[config.mk]
export PLATFORM = sky130hd
export DESIGN_NAME = mux_scanner
export DESIGN_NICKNAME = d
export VERILOG_FILES = /design/src/rtl/mux_scanner.sv
export SDC_FILE = /design/constraint.sdc
export NUM_CORES = 1
export LEC_CHECK = 0
export BUFFER_PORTS_ARGS = -buffer_cell sky130_fd_sc_hd__buf_4
export CORE_ASPECT_RATIO = 1.1
export CORE_UTILIZATION = 54
export CTS_CLUSTER_SIZE = 16
export DETAILED_ROUTE_END_ITERATION = 12
export PLACE_DENSITY = 0.76
export SYNTH_ARGS = -nofsm -noshare
export SYNTH_HDL_FRONTEND = slang
export SYNTH_SLANG_ARGS = --single-unit
[constraint.sdc]
create_clock -name clk -period 2.5 [get_ports clk]
set_clock_uncertainty 0.15 [all_clocks]
set_input_delay 0.125 -clock clk [delete_from_list [all_inputs] [get_ports clk]]
set_output_delay 0.125 -clock clk [all_outputs]
set_load 0.02 [all_outputs]
[src/rtl/mux_scanner.sv]
`default_nettype none
// ============================================================================
// mux_scanner : steps a 4:1 mux select through masked channels, samples each
//               after DWELL cycles and returns the bits as one word.
// Rev 1.0
// ============================================================================
module mux_scanner #(
  parameter int DWELL = 2
) (
  input  logic       clk,
  input  logic       rst,
  input  logic       start,
  input  logic [3:0] mask,
  input  logic       mux_in,
  output logic [1:0] sel,
  output logic [3:0] data,
  output logic       valid,
  output logic       busy
);

  localparam logic [4:0] CNT_LAST = 5'(DWELL - 1);

  typedef enum logic [0:0] {
    S_IDLE = 1'b0,
    S_SCAN = 1'b1
  } state_t;

  state_t     state_q, state_d;
  logic [4:0] cnt_q, cnt_d;
  logic [3:0] m_q, m_d;
  logic [3:0] sh_q, sh_d;
  logic [1:0] sel_q, sel_d;
  logic [3:0] data_q, data_d;
  logic       valid_q, valid_d;

  function automatic logic [1:0] lowest_set(input logic [3:0] v);
    logic [1:0] idx;
    idx = 2'd0;
    for (int i = 3; i >= 0; i--) begin
      if (v[i]) idx = 2'(i);
    end
    return idx;
  endfunction

  logic       has_next;
  logic [1:0] next_sel;
  logic [3:0] sh_upd;

  always_comb begin
    has_next = 1'b0;
    next_sel = sel_q;
    // Descending walk so the nearest higher enabled channel is what remains
    for (int i = 3; i >= 0; i--) begin
      if (m_q[i] && (3'(i) > {1'b0, sel_q})) begin
        has_next = 1'b1;
        next_sel = 2'(i);
      end
    end
    sh_upd         = sh_q;
    sh_upd[sel_q]  = mux_in;
  end

  always_comb begin
    state_d = state_q;
    cnt_d   = cnt_q;
    m_d     = m_q;
    sh_d    = sh_q;
    sel_d   = sel_q;
    data_d  = data_q;
    valid_d = 1'b0;
    case (state_q)
      S_IDLE: begin
        if (start) begin
          if (mask != 4'd0) begin
            m_d     = mask;
            sh_d    = 4'd0;
            sel_d   = lowest_set(mask);
            cnt_d   = 5'd0;
            state_d = S_SCAN;
          end else begin
            data_d  = 4'd0;
            valid_d = 1'b1;
          end
        end
      end
      S_SCAN: begin
        if (cnt_q != CNT_LAST) begin
          cnt_d = cnt_q + 5'd1;
        end else begin
          sh_d = sh_upd;
          if (has_next) begin
            sel_d = next_sel;
            cnt_d = 5'd0;
          end else begin
            data_d  = sh_upd;
            valid_d = 1'b1;
            state_d = S_IDLE;
          end
        end
      end
      default: state_d = S_IDLE;
    endcase
  end

  always_ff @(posedge clk) begin
    if (rst) begin
      state_q <= S_IDLE;
      cnt_q   <= 5'd0;
      m_q     <= 4'd0;
      sh_q    <= 4'd0;
      sel_q   <= 2'd0;
      data_q  <= 4'd0;
      valid_q <= 1'b0;
    end else begin
      state_q <= state_d;
      cnt_q   <= cnt_d;
      m_q     <= m_d;
      sh_q    <= sh_d;
      sel_q   <= sel_d;
      data_q  <= data_d;
      valid_q <= valid_d;
    end
  end

  assign sel   = sel_q;
  assign data  = data_q;
  assign valid = valid_q;
  assign busy  = (state_q == S_SCAN);

endmodule
`default_nettype wire

==> results.sh <==
export IMPL_status="completed"
export IMPL_cts_reportedPaths_clkPinSlew_ns=0.12
export IMPL_synth_distinct_cells=31
export IMPL_instances_no_fill=160
export IMPL_crit_fanout=5
export IMPL_cp_buffers_inverters=3
export IMPL_start_util_pct=58.0
export IMPL_grt_pass1_vias=836
export IMPL_insertedDiodeCount=0
export IMPL_viasPerCell=5.86
export IMPL_worst_slew_pin_slew_ns=0.424
export IMPL_synth_async_reset_ratio_pct=0
export IMPL_start_kind="primary input"
export IMPL_drtIter0Drc=18
export IMPL_place_gp_congestion=0.866
export IMPL_clockPowerShare_pct=28.4
export IMPL_antenna_found_initial=0
export IMPL_synthAdderAreaFrac_pct=2.40
export IMPL_path_delay_family="buffers and inverters"
export IMPL_netlist_area_leader_share_pct=38.3
export IMPL_synth_simple_area_share_pct=26.1
export IMPL_synth_area_leaders="dfxtp_1, mux2i_1, nand2_1, a21oi_1, nor2b_1"
export IMPL_syn_area_per_cell_sq_um=8.93
export IMPL_multiInputGateArea_sq_um=622
export IMPL_synth_xor_area_share_pct=0
export IMPL_dieArea_sq_um=2110
export IMPL_finalCritPeriodShare_pct=84.5
export IMPL_cts_max_level=1
export IMPL_p_int_uw=486
export IMPL_cp_arrival_ns=2.22
export IMPL_dpl_hpwl_um=1600
export IMPL_num_rows=16
export IMPL_fillers=139
export IMPL_ys_seq_elements=20
export IMPL_swShare_pct=28.0
export IMPL_drc=0
export IMPL_synth_area_sq_um=1040
export IMPL_cp_end_kind="flip-flop"
export IMPL_hold_buffers=8
export IMPL_fin_tns_setup_ns=0
export IMPL_cpPeakStageDelay_ns=0.57
export IMPL_path_class="in -> reg"
export IMPL_synth_top_cell_by_area="dfxtp_1"
export IMPL_cts_buffers=3
export IMPL_seqPwrFrac_pct=51.1
export IMPL_finalCriticalPeriod_ns=2.11
export IMPL_slew_headroom_pct=71.5
export IMPL_switchingPower_uw=189
export IMPL_synth_compound_area_share_pct=20.7
export IMPL_fmax_mhz=474
export IMPL_final_hold_viol_count=0
export IMPL_syn_to_final_growth_pct=24.4
export IMPL_synth_edf_count=0
export IMPL_synth_flop_cell="dfxtp_1"
export IMPL_boundaryPins=16
export IMPL_grt_pass1_wl_um=3560
export IMPL_cts_setup_buffers=0
export IMPL_p_comb_share_pct=20.5
export IMPL_grt_busiest_layer="met2"
export IMPL_portBuffers=15
export IMPL_synth_area_mux_share_pct=10.3
export IMPL_grt_usage_pct=22.7
export IMPL_leakagePower_uw=0.000516
export IMPL_core_sq_um=1800
export IMPL_syn_inst=117
export IMPL_yosysWarningCount=0
export IMPL_synth_top_family_by_area="simple AND/OR/NAND/NOR gates"
export IMPL_r2r_start="busy"
export IMPL_worstHoldPathType="in -> reg"
export IMPL_crit_start="mask[3]"
export IMPL_setup_viol=0
export IMPL_cp_common_cell="dlygate4sd3_1"
export IMPL_met3_usage_pct=2.59
export IMPL_synth_most_common_cell="dfxtp_1"
export IMPL_cts_sinks=20
export IMPL_finalMaxSlewViolations=0
export IMPL_grt_setup_unrepaired="false"
export IMPL_synth_nets=127
export IMPL_cp_data_required_time_ns=2.61
export IMPL_gr_total_overflow=0
export IMPL_dpl_cell_count=148
export IMPL_antenna_left=0
export IMPL_grt_max_degree=21
export IMPL_wl_per_cell_um=14.4
export IMPL_power_density_nw_per_um2=520
export IMPL_final_nets=153
export IMPL_crit_chain="dlygate4sd3_1, buf_4, or4_4, nand2_1, a22oi_1, nor2_1, dlygate4sd3_1"
export IMPL_wirelength_um=2300
export IMPL_cts_resized=0
export IMPL_clockBufferDepth=2
export IMPL_insertion_delay_ns=0.30
export IMPL_synth_common_cells="dfxtp_1, nand2_1, a21oi_1, nor2_1, nor2b_1"
export IMPL_drv_cap=0
export IMPL_ir_drop_mv=0.491
export IMPL_grt_util_met2_pct=41.8
export IMPL_cts_tree="yes"
export IMPL_via_count=938
export IMPL_critPathSlowestCell="or4_4"
export IMPL_use_met1_pct=27.4
export IMPL_ys_seq_area_share_pct=38.3
export IMPL_drive_gt1_share_pct=21.8
export IMPL_drt_first_pass_iters=6
export IMPL_cts_root_buf="clkbuf_4"
export IMPL_register_area_sq_um=400
export IMPL_hp_start="start"
export IMPL_dieHeight_um=48.1
export IMPL_die_w_um=43.9
final timing paths:
path	end	slack, ns	cells past startpoint
worst min-delay path	cnt_q[0]	0.08	3
worst max-delay path	m_q[2]	0.39	7
worst max register to register	m_q[1]	0.60	6
worst min register to register	sh_q[3]	0.31	2
state kept, by name (all words and copies together) (netlist names):
signal	count
sel	2
busy	1
cnt_q	5
m_q	3
data	4
valid	1
sh_q	4
metal layers:
metal | part of all wire [%] | vias to the layer above
met3 | 2.2 | 5
met1 | 45 | 446
li1 | - | 472
met5 | 0 | -
met4 | 1.3 | 0
met2 | 51 | 15
cell type report:
type                       count  share of cell area [%]
multi-input combinational     91                    47.8
sequential                    20                    30.8
timing repair buffer          26                    16.6
clock buffer                   4                    2.79
tap                           18                    1.73
inverter                       1                   0.289
cell families after synthesis:
group,count (synthesis)
mux,10
buf+inv,6
fa+ha+maj,2
compound gates,30
simple gates,49
flops,20
worst reg2reg max path, stage by stage, from the launching register on:
cell	delay, ns
dfxtp_1	0.44
nor2b_1	0.16
buf_4	0.18
nand2_1	0.11
a22oi_1	0.17
nor2_1	0.05
dlygate4sd3_1	0.54
per-stage QoR:
step	area (sq um)	hold WS, ns	total power (uW)	utilization, %	setup WS (ns)
global placement	1180	0.255	475	65.7	0.725
global route	1300	0.0956	702	72.2	0.280
floorplan	1040	0.136	436	-	0.645
finish	1300	0.0813	675	72.2	0.388
detailed placement	1180	0.262	479	65.7	0.637
CTS	1300	0.0762	677	72.2	0.404
cell usage in the layout, fill, tap and decap left out, drive strengths merged, types with 4 or more instances in the layout:
cell and instances:
dfxtp 20, buf 18, nand2 16, a21oi 12
nor2b 8, nor2 8, dlygate4sd3 8, mux2i 7
a311oi 5, nand3 5, nand2b 4, a22oi 4
clkbuf 4
power by group through the flow:
stage / sequential [uW] / clock, uW / combinational (uW)
6_report: 345 / 192 / 139
5_1_grt: 348 / 202 / 152
4_1_cts: 344 / 195 / 138
3_5_place_dp: 352 / 0 / 127
3_3_place_gp: 351 / 0 / 124
2_1_floorplan: 353 / 0 / 82.7
Note: power is estimated with default switching activity, not from simulation.
